File: config.mk
export PLATFORM = sky130hd
export DESIGN_NAME = pipe_stage
export DESIGN_NICKNAME = d
export VERILOG_FILES = /design/src/rtl/pipe_pkg.sv /design/src/rtl/pipe_skid_buf.sv /design/src/rtl/pipe_stage.sv
export SDC_FILE = /design/constraint.sdc
export NUM_CORES = 1
export LEC_CHECK = 0
export CAP_MARGIN = 20
export CORE_MARGIN = 2
export CORE_UTILIZATION = 39
export CTS_CLUSTER_SIZE = 20
export DETAILED_ROUTE_END_ITERATION = 10
export PLACE_DENSITY_LB_ADDON = 0.08
export RECOVER_POWER = 50
export SLEW_MARGIN = 0
export SYNTH_ARGS = -nofsm -noshare
export SYNTH_HDL_FRONTEND = slang
export SYNTH_SLANG_ARGS = --single-unit
File: constraint.sdc
create_clock -name clk -period 2 [get_ports clk]
set_clock_uncertainty 0.1 [all_clocks]
set_input_delay 0.2 -clock clk [delete_from_list [all_inputs] [get_ports clk]]
set_output_delay 0.2 -clock clk [all_outputs]
set_load 0.01 [all_outputs]
File: src/rtl/pipe_pkg.sv
// Shared definitions for the ID/EX pipeline stage.
//   pipe_state_e  : occupancy state, encoded as {skid_valid, out_valid}
//   ID_EX_CTRL_W  : default width of the control field
//   ID_EX_DATA_W  : default width of the payload field
package pipe_pkg;

  localparam int ID_EX_CTRL_W = 10;
  localparam int ID_EX_DATA_W = 138;

  typedef enum logic [1:0] {
    EMPTY = 2'b00,
    FULL  = 2'b01,
    SKID  = 2'b11
  } pipe_state_e;

endpackage

File: src/rtl/pipe_skid_buf.sv
// One-entry skid register behind the ID/EX output register.
// Ports:
//   clk, rst      : clock, synchronous active-high reset
//   load          : capture d, entry becomes valid
//   unload        : entry moved out, becomes invalid
//   clear         : drop the entry (squash); wins over load/unload
//   d / q         : entry data in / out (W bits)
//   valid         : entry holds an instruction
module pipe_skid_buf #(
  parameter int W = 148
) (
  input  logic         clk,
  input  logic         rst,
  input  logic         load,
  input  logic         unload,
  input  logic         clear,
  input  logic [W-1:0] d,
  output logic [W-1:0] q,
  output logic         valid
);

  always_ff @(posedge clk) begin
    if (rst) begin
      valid <= 1'b0;
      q     <= '0;
    end else if (clear) begin
      valid <= 1'b0;
    end else if (load) begin
      valid <= 1'b1;
      q     <= d;
    end else if (unload) begin
      valid <= 1'b0;
    end
  end

endmodule

File: src/rtl/pipe_stage.sv
// ID/EX pipeline register with valid/ready handshake, hazard stall,
// branch flush and a saturating stall-cycle counter.
// Ports:
//   clk, rst                      : clock, synchronous active-high reset
//   in_valid/in_ready/in_ctrl/in_data : upstream (ID) side
//   stall, flush                  : hazard hold / squash requests
//   out_valid/out_ready/out_ctrl/out_data : downstream (EX) side
//   stall_cnt                     : saturating count of stalled cycles
// Build option: PIPE_STAGE_SKID_EN adds a one-entry skid register so
// in_ready no longer depends combinationally on out_ready.
//
// state | meaning
// EMPTY | no instruction held, out_ctrl forced to 0
// FULL  | output register holds a valid instruction
// SKID  | output and skid entry both valid (skid build only)
module pipe_stage
  import pipe_pkg::*;
#(
  parameter int CTRL_W = ID_EX_CTRL_W,
  parameter int DATA_W = ID_EX_DATA_W,
  parameter int CNT_W  = 16
) (
  input  logic              clk,
  input  logic              rst,
  input  logic              in_valid,
  output logic              in_ready,
  input  logic [CTRL_W-1:0] in_ctrl,
  input  logic [DATA_W-1:0] in_data,
  input  logic              stall,
  input  logic              flush,
  output logic              out_valid,
  input  logic              out_ready,
  output logic [CTRL_W-1:0] out_ctrl,
  output logic [DATA_W-1:0] out_data,
  output logic [CNT_W-1:0]  stall_cnt
);

  pipe_state_e       state_q, state_d;
  logic [CTRL_W-1:0] ctrl_d;
  logic [DATA_W-1:0] data_d;
  logic              accept, emit;

  assign out_valid = (state_q != EMPTY);
  assign accept    = in_valid && in_ready;
  assign emit      = out_valid && out_ready;

`ifdef PIPE_STAGE_SKID_EN
  logic                     skid_valid, skid_load, skid_unload, skid_clear;
  logic [CTRL_W+DATA_W-1:0] skid_q;

  pipe_skid_buf #(.W(CTRL_W + DATA_W)) u_skid (
    .clk    (clk),
    .rst    (rst),
    .load   (skid_load),
    .unload (skid_unload),
    .clear  (skid_clear),
    .d      ({in_ctrl, in_data}),
    .q      (skid_q),
    .valid  (skid_valid)
  );

  assign in_ready = !skid_valid && !stall && !flush;
`else
  assign in_ready = (!out_valid || out_ready) && !stall && !flush;
`endif

  always_comb begin
    state_d = state_q;
    ctrl_d  = out_ctrl;
    data_d  = out_data;
`ifdef PIPE_STAGE_SKID_EN
    skid_load   = 1'b0;
    skid_unload = 1'b0;
    skid_clear  = 1'b0;
`endif
    if (flush) begin
      // payload is left alone; only the control field is squashed
      state_d = EMPTY;
      ctrl_d  = '0;
`ifdef PIPE_STAGE_SKID_EN
      skid_clear = 1'b1;
`endif
    end else if (!stall) begin
      case (state_q)
        EMPTY: begin
          if (accept) begin
            state_d = FULL;
            ctrl_d  = in_ctrl;
            data_d  = in_data;
          end
        end
        FULL: begin
          if (emit && accept) begin
            ctrl_d = in_ctrl;
            data_d = in_data;
          end else if (emit) begin
            state_d = EMPTY;
            ctrl_d  = '0;
          end
`ifdef PIPE_STAGE_SKID_EN
          else if (accept) begin
            state_d   = SKID;
            skid_load = 1'b1;
          end
`endif
        end
`ifdef PIPE_STAGE_SKID_EN
        SKID: begin
          if (emit) begin
            state_d     = FULL;
            ctrl_d      = skid_q[CTRL_W+DATA_W-1 -: CTRL_W];
            data_d      = skid_q[DATA_W-1:0];
            skid_unload = 1'b1;
          end
        end
`endif
        default: begin
          state_d = EMPTY;
          ctrl_d  = '0;
        end
      endcase
    end
  end

  always_ff @(posedge clk) begin
    if (rst) begin
      state_q  <= EMPTY;
      out_ctrl <= '0;
      out_data <= '0;
    end else begin
      state_q  <= state_d;
      out_ctrl <= ctrl_d;
      out_data <= data_d;
    end
  end

  always_ff @(posedge clk) begin
    if (rst) begin
      stall_cnt <= '0;
    end else if (stall && !flush && (stall_cnt != {CNT_W{1'b1}})) begin
      stall_cnt <= stall_cnt + {{(CNT_W-1){1'b0}}, 1'b1};
    end
  end

endmodule

# Word level (Yosys, flattened, before mapping)

Cells that the tools add are included.

Output and inout port bits: 166
Logic and storage cells: 43
Memories: 0
ROM bits: 0
Input bits: 154
Register bits after elaboration: 166
Bits in latches: 0
RAM bits: 0

Eq/ne operators: 7
Bitwise gates (word level): 2
Mux-type cells: 11
Multipliers: 0
Magnitude comparators: 0
Divide/modulo/power cells: 0
Shift operators: 0
Reduce and logical (&&, ||, !) cells: 18
$add $sub $neg: 1

Operators by type and width:

| operator                                            | count |
|---|---|
| two-way mux 138 bit                                 | 2 |
| one-hot mux 138 bit (2 select lines)                | 1 |
| two-way mux 10 bit                                  | 3 |
| one-hot mux 10 bit (2 select lines)                 | 1 |
| adder 16 x 1 -> 16 bit, second input constant       | 1 |
| != test 16 bit, second input constant               | 1 |
| != test 2 bit, second input constant                | 4 |
| logical AND 1 bit                                   | 7 |
| two-way mux 2 bit                                   | 3 |
| AND reduction 5 bit                                 | 1 |
| one-hot mux 2 bit (2 select lines)                  | 1 |
| AND reduction 4 bit                                 | 1 |
| nonzero test 2 bit                                  | 2 |
| logical NOT 1 bit                                   | 3 |
| != test 3 bit, second input constant                | 1 |
| AND reduction 3 bit                                 | 1 |
| equality test 2 x 1 -> 1 bit, second input constant | 1 |
| logical NOT 2 bit                                   | 1 |
| NOT 1 bit                                           | 2 |
| OR reduction 2 bit                                  | 1 |
| logical OR 1 bit                                    | 1 |

# Logic depth before layout (Yosys ltp)

Gate-level depths: netlist of run 1.

Depth in word-level cells: 9
Mapped depth: 6

# Worst setup path before layout of run 1

Ideal clock, no wire load.

Path type: flip-flop to flip-flop
Start point: reg stall_cnt[0]
End point: reg stall_cnt[0]
Arrival: 1621 ps
Cell stages (with the launch flop): 6
Path buffers: 0
Setup time: 121 ps
Setup slack: 158 ps
Cell sequence: dfxtp_1 > ha_1 > nand2_1 > nor3_1 > a21oi_1 > mux2_2

Cells in the longest elaborated chain, start to end: 2
Elaborated cells on any way between the ends: 3
Classes of those cells: add/sub (1); eq/ne (1); reduce/logical (1)

RTL lines:

| item                                                                           | RTL line          | source |
|---|---|---|
| from (decl)                                                                    | pipe_stage.sv:35  | `output logic [CNT_W-1:0] stall_cnt` |
| from (signal assigned)                                                         | pipe_stage.sv:141 | `stall_cnt <= stall_cnt + {{(CNT_W-1){1'b0}}, 1'b1};` |
| parallel branches: the longest is 2 deep, another holds adder 16 x 1 -> 16 bit | --                |  |

Parallel ways; which one is timed is not known.
A chain may end at the register's enable or synchronous reset.

# Worst setup path after layout of run 1

Start point: in stall
End point: out in_ready

Cells in the longest elaborated chain, start to end: 3

RTL lines:

| item                            | RTL line         | source |
|---|---|---|
| from (decl)                     | pipe_stage.sv:29 | `input logic stall,` |
| logical NOT 1 bit               | --               |  |
| logical AND 1 bit (2 in series) | pipe_stage.sv:64 | `assign in_ready = (!out_valid \|\| out_ready) && !stall && !flush;` |
| to (decl)                       | pipe_stage.sv:26 | `output logic in_ready,` |

No other way between the ends.

==> results of run 1 <==
==> per-layer routing <==
| layer | vias up | GRT usage [%] | share of wire [%] |
|---|---|---|---|
| met5 | - | 0 | 0 |
| met4 | 0 | 9.44 | 3.1 |
| met3 | 43 | 9.17 | 8.9 |
| met2 | 220 | 37.6 | 48 |
| met1 | 2682 | 26.2 | 40 |
| li1 | 3065 | - | - |
==> kinds of logic (layout without fill, tap and decap cells) <==
kind of cell               after synthesis  count (layout)
adders and majority gates                1               1
AOI/OAI and AO/OA                      174             174
muxes                                    9               9
DFF                                    165             165
buffers and inverters                   52             385
and+or+nand+nor                        330             330
==> worst max-delay path by stage <==
stage                                         start                          to  slack, ns
after floorplan           stall_cnt[0]$_SDFFE_PP0P_   stall_cnt[0]$_SDFFE_PP0P_       0.16
after global routing                          stall   out_data[35]$_SDFFE_PP0P_       0.03
after detailed placement                      stall  stall_cnt[13]$_SDFFE_PP0P_      -0.16
after CTS                   state_q[0]$_SDFFE_PP0P_    out_ctrl[9]$_SDFFE_PP0P_       0.03
after global placement                        stall    out_ctrl[0]$_SDFFE_PP0P_      -0.11
final                                         stall                    in_ready       0.12
==> worst max-delay path, stage by stage <==
cell                            delay [ns]
sky130_fd_sc_hd__dlygate4sd3_1        0.64
sky130_fd_sc_hd__buf_4                0.18
sky130_fd_sc_hd__a211oi_1             0.22
sky130_fd_sc_hd__dlygate4sd2_1        0.33
==> cells in the mapped netlist (4+ instances only) <==
master	count	area, um2
sky130_fd_sc_hd__nand4_1	4	25.0
sky130_fd_sc_hd__dfxtp_1	165	3300
sky130_fd_sc_hd__nor2_1	10	37.5
sky130_fd_sc_hd__clkbuf_1	25	93.8
sky130_fd_sc_hd__mux2_2	6	67.6
sky130_fd_sc_hd__nand2_1	285	1070
sky130_fd_sc_hd__a21oi_1	146	731
sky130_fd_sc_hd__or3_1	4	25.0
sky130_fd_sc_hd__a211oi_1	6	45.0
sky130_fd_sc_hd__nor3_1	4	20.0
sky130_fd_sc_hd__nor2b_1	7	43.8
sky130_fd_sc_hd__o21ai_0	6	30.0
sky130_fd_sc_hd__buf_2	22	110
sky130_fd_sc_hd__a22o_1	10	87.6
sky130_fd_sc_hd__nand3_1	4	20.0
==> area by class of cell <==
| type | instances | share of cell area [%] |
|---|---|---|
| Timing Repair Buffer | 352 | 34.8 |
| Sequential cell | 165 | 32.6 |
| Multi-Input combinational cell | 514 | 23.9 |
| Clock buffer | 22 | 4.78 |
| Tap cell | 188 | 2.32 |
| Clock inverter | 8 | 1.46 |
| Inverter | 3 | 0.111 |
==> where the power goes <==
part	leakage [nW]	internal [mW]	total [mW]	switching (mW)
logic	2.29	0.502	0.846	0.345
registers	1.34	3.38	3.43	0.0438
clock network	0.300	2.21	3.48	1.27
total	3.93	6.09	7.75	1.66
==> sequential cells by signal (all words and copies together), names as in the netlist <==
name and flops:
out_ctrl 10, out_data 138, stall_cnt 16, state_q 1
==> cell usage in the layout (no fill, tap or decap), types with 2 or more instances in the layout <==
| cell type | count |
|---|---|
| sky130_fd_sc_hd__nor2b_1 | 7 |
| sky130_fd_sc_hd__clkinvlp_4 | 3 |
| sky130_fd_sc_hd__o21ai_0 | 6 |
| sky130_fd_sc_hd__a22o_1 | 10 |
| sky130_fd_sc_hd__clkbuf_2 | 2 |
| sky130_fd_sc_hd__bufinv_16 | 4 |
| sky130_fd_sc_hd__clkbuf_16 | 17 |
| sky130_fd_sc_hd__buf_12 | 8 |
| sky130_fd_sc_hd__a21oi_1 | 146 |
| sky130_fd_sc_hd__nor2_1 | 10 |
| sky130_fd_sc_hd__nand2_1 | 285 |
| sky130_fd_sc_hd__nand3_1 | 4 |
| sky130_fd_sc_hd__buf_4 | 22 |
| sky130_fd_sc_hd__mux2i_1 | 3 |
| sky130_fd_sc_hd__clkbuf_8 | 4 |
| sky130_fd_sc_hd__clkdlybuf4s50_1 | 217 |
| sky130_fd_sc_hd__nand4_1 | 4 |
| sky130_fd_sc_hd__o41ai_1 | 2 |
| sky130_fd_sc_hd__nor3_1 | 5 |
| sky130_fd_sc_hd__dlygate4sd3_1 | 100 |
| sky130_fd_sc_hd__mux2_2 | 6 |
| sky130_fd_sc_hd__dfxtp_1 | 165 |
| sky130_fd_sc_hd__a211oi_1 | 5 |
| sky130_fd_sc_hd__or2_2 | 2 |
| sky130_fd_sc_hd__inv_1 | 3 |
| sky130_fd_sc_hd__or3_1 | 4 |
==> per-stage QoR <==
| stage | setup slack (ns) | TNS (ns) | util [%] | instance area (um2) | cells |
|---|---|---|---|---|---|
| 4_1_cts | 0.0311 | 0 | 67.7 | 10200 | 1251 |
| 3_5_place_dp | -0.160 | -1.94 | 63.6 | 9550 | 1221 |
| 3_3_place_gp | -0.113 | -1.43 | 63.6 | 9550 | 1221 |
| 6_report | 0.125 | 0 | 67.4 | 10100 | 1252 |
| 2_1_floorplan | 0.158 | 0 | - | 5930 | 731 |
| 5_1_grt | 0.0316 | 0 | 67.4 | 10100 | 1252 |
==> impl_summary.log, run 1 <==
[metrics] drt pass-1 iters: 4
[metrics] smallest hold slack: between 0.1 and 0.15 ns
[metrics] CP Max Fanout: 5
[metrics] hold path cells: 3
[metrics] main combinational cell family by area after synthesis: simple AND/OR/NAND/NOR gates
[metrics] type of the worst setup path: input port to primary output
[metrics] hold-fix buffers at CTS: 0
[metrics] count of max-cap constraint violations: 0
[metrics] global-route wire length before repair: 29100 um
[metrics] routed wire length: 18700 um
[metrics] outcome: complete, no violations
[metrics] actual transition at the worst max-transition pin: approximately 0.42 ns
[metrics] DIE WIDTH: 127 um
[metrics] Synth Cell Area: just under 0.006 mm2
[metrics] synthesized net count: ~900
[metrics] number of max-slew violations in the final report: 0
[metrics] distinct cell type count after synthesis: 35
[metrics] post-route total power: just under 8 mW
[metrics] Routability Congestion: roughly 0.77
[metrics] worst min-delay path startpoint: rst
[metrics] CP Capture Type: primary output
[metrics] net count of the finished layout: between 1000 and 1500
[metrics] remaining global-route overflow: 0
[metrics] root buffer cell: sky130_fd_sc_hd__clkbuf_16
[metrics] insertion delay of the later-clocked pin in the worst-skew pair: ~0.41 ns
[metrics] area growth from synthesis to final layout: 70.9%
[metrics] Gates resized, CTS repair: 1
[metrics] post-layout minimum cycle time: 1.88 ns
[metrics] number of setup violations in the final report: 0
[metrics] number of levels the H-tree was split into: 4
[metrics] Die ar.: between 0.015 and 0.02 mm2
[metrics] placeable core region: around 0.015 mm2
[metrics] destination of the worst hold path: out_ctrl[8]$_SDFFE_PP0P_
[metrics] post-detail-place hpwl: approximately 13000 um
[metrics] multiplexer fraction of the synthesized cell area: under 10%
[metrics] antenna cells: 0
[metrics] average wire per standard cell: between 10 and 15 um
[metrics] number of hold-slack violations in the final timing report: 0
[metrics] deepest clock path buffer count: 2
[metrics] total global routing track utilization: 22.7%
[metrics] Synth Area in Compound Gates: ~16%
[metrics] P_leak: between 3 and 4 nW
[metrics] worst rel slew slack: 72.0%
[metrics] detail-routed via count per cell: around 4.8
[metrics] via count of the first global-routing pass: 5592
[metrics] clock tree from TritonCTS: yes
[metrics] number of DRC markers in iteration 0: roughly 280
[metrics] via total after detailed routing: 6010
[metrics] initial core utilization: between 30% and 40%
[metrics] height of the chip: between 100 and 150 um
[metrics] Crit Reg-Reg Startpoint: stall_cnt[8]$_SDFFE_PP0P_
[metrics] Peak supply drop: 0.000526 V
[metrics] count of warnings emitted by yosys: 0
[metrics] worst min path class: input port to register
[metrics] leading register cell type out of synthesis: sky130_fd_sc_hd__dfxtp_1
[metrics] TritonCTS sink count: around 170
[metrics] IO Pins: 320
[metrics] antenna violations before repair: 0
[metrics] Storage cell area: roughly 0.0033 mm2
[metrics] Max Clk Rate: roughly 530 MHz
[metrics] arrival time worst endpoint: 1.58 ns
[metrics] clock slew at reported path FFs: 0.06 ns
[metrics] ratio of cells with drive above 1 in the final layout: 7.14%
[metrics] area of the multi-input gates: roughly 0.0024 mm2
[metrics] share of synthesized cell area in full adder, half adder and majority cells: 0.211%
[metrics] fin crit share: between 90 and 100%
[metrics] Critical Path RT: ~1.7 ns
[metrics] port bufs: 319
[metrics] startpoint class of the critical path: input port
[metrics] number of cells on the worst reg-to-reg path: 4
[metrics] setup repair bufs after CTS: 0
[metrics] DRC Markers: 0
[metrics] count of mapped cells out of synthesis: 731
[metrics] count of flip-flops with a built-in enable after synthesis: 0
[metrics] number of filler instances in the final layout: between 1000 and 1500
[metrics] Pwr per Cell Area: 766 mW/mm2
[metrics] cell row count: 45
[metrics] number of synthesized register bits: approximately 170
[metrics] share of the yosys chip area belonging to registers: 55.7%
[metrics] fraction of synthesized cell area in xor and xnor cells: 0%
[metrics] cts bufs inserted: 17
[metrics] Reg-to-Reg End: stall_cnt[13]$_SDFFE_PP0P_
[metrics] share of flip-flops with an asynchronous set or reset after synthesis: 0%
[metrics] pin count of the biggest net entering global routing: 88
[metrics] Simple-Gate Fraction of Synth Area: between 20% and 30%
[metrics] internal reg-to-reg setup slack: about 0.16 ns
[metrics] setup repair after global routing missed its margin: no
[metrics] mean area per synthesized cell: ~8.1 um2
[metrics] post-route ant nets: 0
(Power assumes the default switching activity.)
==> run 2: changes to the inputs <==
--- a/config.mk
+++ b/config.mk
@@ -5,12 +5,13 @@
 export SDC_FILE = /design/constraint.sdc
 export NUM_CORES = 1
 export LEC_CHECK = 0
-export CAP_MARGIN = 20
+export CELL_PAD_IN_SITES_DETAIL_PLACEMENT = 1
+export CELL_PAD_IN_SITES_GLOBAL_PLACEMENT = 1
 export CORE_MARGIN = 2
-export CORE_UTILIZATION = 39
+export CORE_UTILIZATION = 27
 export CTS_CLUSTER_SIZE = 20
 export DETAILED_ROUTE_END_ITERATION = 10
-export PLACE_DENSITY_LB_ADDON = 0.08
+export PLACE_DENSITY = 0.83
 export RECOVER_POWER = 50
 export SLEW_MARGIN = 0
 export SYNTH_ARGS = -nofsm -noshare
==> run 2 against run 1 <==
Net effect: sequential power about the same; clock power shrank 6.3%; core utilization decreased by 20 points; setup slack worse by 0.012 ns; final cell count increased by 7.7%; routed wire length is 14% higher; die area increased by 43%; design area increased by 0.52%; via count rose by 4.1%; largest power group is now sequential cells; highest routed layer unchanged.
==> impl_summary.log, run 2 (synthesized netlist as in run 1, its figures left out) <==
[metrics] outcome: complete, no violations
[metrics] top library cells by usage in the layout, fill and taps aside: sky130_fd_sc_hd__nand2_1, sky130_fd_sc_hd__clkdlybuf4s50_1, sky130_fd_sc_hd__dfxtp_1
[metrics] detail-routed via count per cell: 4.64 (-3.3%)
[metrics] remaining global-route overflow: 0 (unchanged)
[metrics] setup repair bufs after CTS: 0 (unchanged)
[metrics] number of filler instances in the final layout: 2537 (+100%)
[metrics] global-route wire length before repair: 34000 um (+17%)
[metrics] Switch Pwr: 1.81 mW (+8.9%)
[metrics] number of hold-slack violations in the final timing report: 0 (unchanged)
[metrics] pin count of the biggest net entering global routing: 83 (-5.7%)
[metrics] area growth from synthesis to final layout: 71.8%
[metrics] worst min path class: input port to register
[metrics] IO Pins: 320 (unchanged)
[metrics] worst rel slew slack: 54.6% (-17 points)
[metrics] drt pass-1 iters: 4 (unchanged)
[metrics] post-detail-place hpwl: 15900 um (+18%)
[metrics] post-placement setup slack: -0.306 ns (-0.146 ns)
[metrics] combinational share of power: 11.2% (+0.3 points)
[metrics] placeable core region: 0.0217 mm2 (+44%)
[metrics] DIE WIDTH: 152 um (+20%)
[metrics] Pwr per Cell Area: 740 mW/mm2 (-3.3%)
[metrics] antenna violations before repair: 1 (+1)
[metrics] post-layout minimum cycle time: 1.89 ns (+0.0118 ns)
[metrics] setup repair after global routing missed its margin: no
[metrics] height of the chip: 152 um (+20%)
[metrics] Die ar.: 0.0232 mm2 (+43%)
[metrics] post-route ant nets: 0 (unchanged)
[metrics] clock slew at reported path FFs: 0.07 ns (about the same)
[metrics] cell row count: 54 (+20%)
[metrics] via count of the first global-routing pass: 6538 (+17%)
[metrics] Design Area, Final: 0.0102 mm2 (+0.52%)
[metrics] insertion delay of the later-clocked pin in the worst-skew pair: 0.41 ns (about the same)
[metrics] Placed Instance Area: 0.00962 mm2 (+0.65%)
[metrics] root buffer cell: sky130_fd_sc_hd__clkbuf_16
[metrics] number of flip-flops in the largest register: 138 (unchanged)
[metrics] internal power of the cells: 5.73 mW (-6.0%)
[metrics] proportion of total power due to net switching: 24.0% (+2.6 points)
[metrics] number of DRC markers in iteration 0: 172 (-39%)
[metrics] final core utilization: 46.9% (-20 points)
[metrics] routed wire length: 21400 um (+14%)
[metrics] register with the most flip-flops: out_data
[metrics] total global routing track utilization: 18.1% (-4.6 points)
[metrics] Routability Congestion: 0.754 (-2.2%)
[metrics] Sum Neg Setup Slack: 0 ns (unchanged)
[metrics] TritonCTS sink count: 165 (unchanged)
[metrics] hold-fix buffers at CTS: 0 (unchanged)
[metrics] Critical Path RT: 2.24 ns (+0.54 ns)
[metrics] Peak supply drop: 0.000505 V (-4.0%)
[metrics] Worst Setup Slack, final: 0.113 ns (-0.0118 ns)
[metrics] cts bufs inserted: 17 (unchanged)
[metrics] power share of the clock group: 43.3% (-1.6 points)
[metrics] number of max-slew violations in the final report: 0 (unchanged)
[metrics] largest registers: out_data x138, stall_cnt x16, out_ctrl x10
[metrics] deepest clock path buffer count: 2 (unchanged)
[metrics] sequential power share: 45.5% (+1.3 points)
[metrics] Max Clk Rate: 530 MHz (-0.63%)
[metrics] CP Capture Type: register
[metrics] initial core utilization: 27.3% (-12 points)
[metrics] CP Max Fanout: 10 (+5)
[metrics] net count of the finished layout: 1210 (+0.17%)
[metrics] via total after detailed routing: 6256 (+4.1%)
[metrics] type of the worst setup path: input port to register
[metrics] smallest hold slack: 0.0628 ns (-0.0698 ns)
[metrics] count of max-cap constraint violations: 0 (unchanged)
[metrics] number of levels the H-tree was split into: 4 (unchanged)
[metrics] DRC Markers: 0 (unchanged)
[metrics] P_leak: 4.05 nW (+2.8%)
[metrics] arrival time worst endpoint: 2.12 ns (+0.54 ns)
[metrics] port bufs: 319 (unchanged)
[metrics] actual transition at the worst max-transition pin: 0.677 ns (+0.257 ns)
[metrics] startpoint class of the critical path: input port
[metrics] clock tree from TritonCTS: yes
[metrics] ratio of cells with drive above 1 in the final layout: 7.50% (+0.35 points)
[metrics] number of setup violations in the final report: 0 (unchanged)
[metrics] fin crit share: 94.3% (+0.59 points)
[metrics] most frequent standard cell in the layout excluding fill and tap cells: sky130_fd_sc_hd__nand2_1
[metrics] average wire per standard cell: 15.8 um (+5.9%)
## run 2: per-stage QoR
stage / power [mW] / instances
finish: 7.54 / 1348
global route: 7.85 / 1348
CTS: 7.70 / 1347
detailed placement: 4.40 / 1316
global placement: 4.38 / 1316
floorplan: 3.78 / 731
## run 2: timing repair
action,CTS,global route
pin swaps,0,0
endpoints found under the setup margin,1,11
gates resized for setup,1,3
## run 2: layout make-up
class                           count  area [um2]  share of cell area [%]
Timing Repair Buffer              354        3510                    34.4
Sequential cell                   165        3300                    32.4
Multi-Input combinational cell    514        2430                    23.9
Clock buffer                       19         433                    4.25
Tap cell                          280         350                    3.44
Clock inverter                     12         145                    1.43
Inverter                            3        11.3                   0.111
Antenna cell                        1        2.50                  0.0246
## run 2: per-layer routing
metal / track usage [%] / part of all wire (%)
met2: 32.0 / 50
met5: 0 / 0
met3: 7.28 / 8.7
met4: 5.38 / 1.8
met1: 20.0 / 40
## run 2: worst paths after layout
kind,start,cells after the start,to,slack [ns]
hold / removal,rst,2,out_data[104]$_SDFFE_PP0P_,0.06
hold reg to reg,out_data[80]$_SDFFE_PP0P_,2,out_data[80]$_SDFFE_PP0P_,0.35
setup reg to reg,stall_cnt[0]$_SDFFE_PP0P_,5,stall_cnt[12]$_SDFFE_PP0P_,0.16
setup / recovery,stall,7,out_data[7]$_SDFFE_PP0P_,0.11
## run 2: power groups by stage
stage	logic (mW)	registers (mW)	clock network, mW
final	0.845	3.43	3.26
after global routing	0.915	3.44	3.50
after CTS	0.894	3.43	3.38
after detailed placement	0.889	3.51	0
after global placement	0.874	3.50	0
after floorplan	0.228	3.55	0
## run 2: critical path, stage by stage
cell	delay [ns]
sky130_fd_sc_hd__dlygate4sd3_1	0.66
sky130_fd_sc_hd__nand2b_1	0.27
sky130_fd_sc_hd__a211oi_4	0.20
sky130_fd_sc_hd__clkbuf_2	0.33
sky130_fd_sc_hd__buf_4	0.24
sky130_fd_sc_hd__nand2_1	0.08
sky130_fd_sc_hd__a21oi_1	0.14
==> run 3: changes to the inputs <==
--- a/config.mk
+++ b/config.mk
@@ -5,6 +5,7 @@
 export SDC_FILE = /design/constraint.sdc
 export NUM_CORES = 1
 export LEC_CHECK = 0
+export CAP_MARGIN = 40
 export CELL_PAD_IN_SITES_DETAIL_PLACEMENT = 1
 export CELL_PAD_IN_SITES_GLOBAL_PLACEMENT = 1
 export CORE_MARGIN = 2
==> run 3 against run 2 <==
Net effect: count of clock-buffer cells in the layout is the same; final cell count is the same; sequential cell count is the same; routed wire length grew 0.59%; power grew 0.32%; combinational power is essentially flat; first-iteration DRC count shrank 5.2%; sequential share of layout area is essentially flat; die area is the same; clock power is essentially flat; fmax is essentially flat; setup slack is essentially flat; highest routed layer unchanged.
==> impl_summary.log, run 3 (synthesized netlist as in run 1, its figures left out) <==
[metrics] number of hold-slack violations in the final timing report: 0 (unchanged)
[metrics] actual transition at the worst max-transition pin: 0.643 ns (-0.0341 ns)
[metrics] hold-fix buffers at CTS: 0 (unchanged)
[metrics] post-route ant nets: 0 (unchanged)
[metrics] top library cells by usage in the layout, fill and taps aside: sky130_fd_sc_hd__nand2_1, sky130_fd_sc_hd__clkdlybuf4s50_1, sky130_fd_sc_hd__dfxtp_1
[metrics] routed wire length: 21500 um (+0.59%)
[metrics] global-route wire length before repair: 34100 um (+0.31%)
[metrics] cts bufs inserted: 17 (unchanged)
[metrics] root buffer cell: sky130_fd_sc_hd__clkbuf_16
[metrics] area of the multi-input gates: 0.00242 mm2 (-0.31%)
[metrics] number of DRC markers in iteration 0: 163 (-5.2%)
[metrics] count of max-cap constraint violations: 0 (unchanged)
[metrics] register with the most flip-flops: out_data
[metrics] via total after detailed routing: 6271 (+0.24%)
[metrics] CP Capture Type: register
[metrics] CP Max Fanout: 10 (unchanged)
[metrics] clock slew at reported path FFs: 0.07 ns (about the same)
[metrics] drt pass-1 iters: 4 (unchanged)
[metrics] net count of the finished layout: 1211 (+0.083%)
[metrics] number of max-slew violations in the final report: 0 (unchanged)
[metrics] P_leak: 4.05 nW (+0.22%)
[metrics] pin count of the biggest net entering global routing: 83 (unchanged)
[metrics] number of filler instances in the final layout: 2555 (+0.71%)
[metrics] type of the worst setup path: input port to register
[metrics] startpoint class of the critical path: input port
[metrics] post-route total power: 7.56 mW (+0.32%)
[metrics] initial core utilization: 27.3% (unchanged)
[metrics] placeable core region: 0.0217 mm2 (unchanged)
[metrics] DIE WIDTH: 152 um (unchanged)
[metrics] worst min path class: input port to register
[metrics] cells traversed along the worst timing path: dlygate4sd3_1, nand2b_1, a211oi_4, clkbuf_2, buf_4, nand2_1, a21oi_1
[metrics] Max Clk Rate: 530 MHz (about the same)
[metrics] Placed Instance Area: 0.00962 mm2 (about the same)
[metrics] antenna cells: 0 (-1)
[metrics] largest stage delay on the critical path: 0.66 ns (about the same)
[metrics] number of cells on the critical path: 7 (unchanged)
[metrics] arrival time worst endpoint: 2.13 ns (about the same)
[metrics] number of cells on the worst reg-to-reg path: 5 (unchanged)
[metrics] fin crit share: 94.4% (about the same)
[metrics] port bufs: 319 (unchanged)
[metrics] critical path buffer and inverter count: 3 (unchanged)
[metrics] Sum Neg Setup Slack: 0 ns (unchanged)
[metrics] Peak supply drop: 0.000510 V (+1.0%)
[metrics] ratio of cells with drive above 1 in the final layout: 7.49% (about the same)
[metrics] setup repair after global routing missed its margin: no
[metrics] outcome: complete, no violations
[metrics] remaining global-route overflow: 0 (unchanged)
[metrics] Pwr per Cell Area: 743 mW/mm2 (+0.38%)
[metrics] detail-routed via count per cell: 4.65 (+0.24%)
[metrics] Storage cell area: 0.00330 mm2 (about the same)
[metrics] via count of the first global-routing pass: 6519 (-0.29%)
[metrics] Routability Congestion: 0.754 (unchanged)
[metrics] IO Pins: 320 (unchanged)
[metrics] number of levels the H-tree was split into: 4 (unchanged)
[metrics] number of setup violations in the final report: 0 (unchanged)
[metrics] number of flip-flops in the largest register: 138 (unchanged)
[metrics] area growth from synthesis to final layout: 71.7% (about the same)
[metrics] DRC Markers: 0 (unchanged)
[metrics] TritonCTS sink count: 165 (unchanged)
[metrics] Design Area, Final: 0.0102 mm2 (about the same)
[metrics] Die ar.: 0.0232 mm2 (unchanged)
[metrics] hold path cells: 2 (unchanged)
[metrics] kind of cell with the highest combined delay on the critical path: buffers and inverters
[metrics] most frequent standard cell in the layout excluding fill and tap cells: sky130_fd_sc_hd__nand2_1
[metrics] Critical Path RT: 2.24 ns (about the same)
[metrics] height of the chip: 152 um (unchanged)
[metrics] CP max-delay cell: sky130_fd_sc_hd__dlygate4sd3_1
[metrics] worst rel slew slack: 57.1% (+2.5 points)
[metrics] post-detail-place hpwl: 15800 um (-0.20%)
[metrics] post-layout minimum cycle time: 1.89 ns (+0.000317 ns)
[metrics] average wire per standard cell: 15.9 um (+0.59%)
[metrics] clock tree from TritonCTS: yes
[metrics] insertion delay of the later-clocked pin in the worst-skew pair: 0.42 ns (about the same)
[metrics] deepest clock path buffer count: 2 (unchanged)
[metrics] antenna violations before repair: 0 (-1)
[metrics] cell row count: 54 (unchanged)
[metrics] final core utilization: 46.9% (about the same)
[metrics] largest registers: out_data x138, stall_cnt x16, out_ctrl x10
[metrics] total global routing track utilization: 18.2% (+0.075 points)
==> run 3: changes by cell type in the layout (fill, tap and decap cells not counted), sizes merged <==
cell	delta
diode	-1
clkbuf	+1
clkdlybuf4s50	-1
dlygate4sd3	+1
==> run 3: metal layers <==
layer | part of all wire [%] | wire length, um | global-route usage [%] | vias to the layer above
met5 | 0 | 0 | 0 | -
met4 | 1.6 | 337 | 5.47 | 0
met3 | 8.4 | 1810 | 7.25 | 23
met2 | 49 | 10600 | 31.7 | 223
met1 | 41 | 8730 | 20.5 | 2961
li1 | - | - | - | 3064
==> run 3: repair_timing <==
item / in CTS / in global routing
endpoints found under the setup margin: 1 / 1
setup buffers: 0 / 0
resized for setup: 1 / 2
pin swaps: 0 / 0
==> run 3: worst register-to-register path: cells and delay by family (launching register included) <==
kind	cells	cell delay, ns
and+or+nand+nor	3	0.63
muxes	1	0.35
DFF	1	0.43
adders and majority gates	1	0.26
==> run 3: metrics by stage <==
step / setup slack (ns) / hold WS (ns) / cells
6_report: 0.113 / 0.0567 / 1348
5_1_grt: 0.0120 / 0.0537 / 1348
3_5_place_dp: -0.188 / 0.346 / 1317
4_1_cts: 0.0916 / 0.0378 / 1348
2_1_floorplan: 0.158 / 0.226 / 731
3_3_place_gp: -0.233 / 0.341 / 1316
==> run 3: final timing paths <==
path	start	endpoint	slack, ns
worst max-delay path	stall	out_data[7]$_SDFFE_PP0P_	0.11
worst min-delay path	rst	out_data[104]$_SDFFE_PP0P_	0.06
worst max register to register	stall_cnt[1]$_SDFFE_PP0P_	stall_cnt[12]$_SDFFE_PP0P_	0.13
worst min register to register	out_data[80]$_SDFFE_PP0P_	out_data[80]$_SDFFE_PP0P_	0.35
==> run 3: report_power, final <==
part / switching [mW] / internal (mW)
logic: 0.357 / 0.485
registers: 0.0474 / 3.38
clock network: 1.43 / 1.86
==> run 3: layout make-up <==
cell class	count	area share (%)
inverters	3	0.111
multi-input cells	514	23.8
clock buffers	19	4.25
well taps	280	3.44
repair buffers	355	34.5
flip-flops and latches	165	32.5
clock inverters	12	1.43
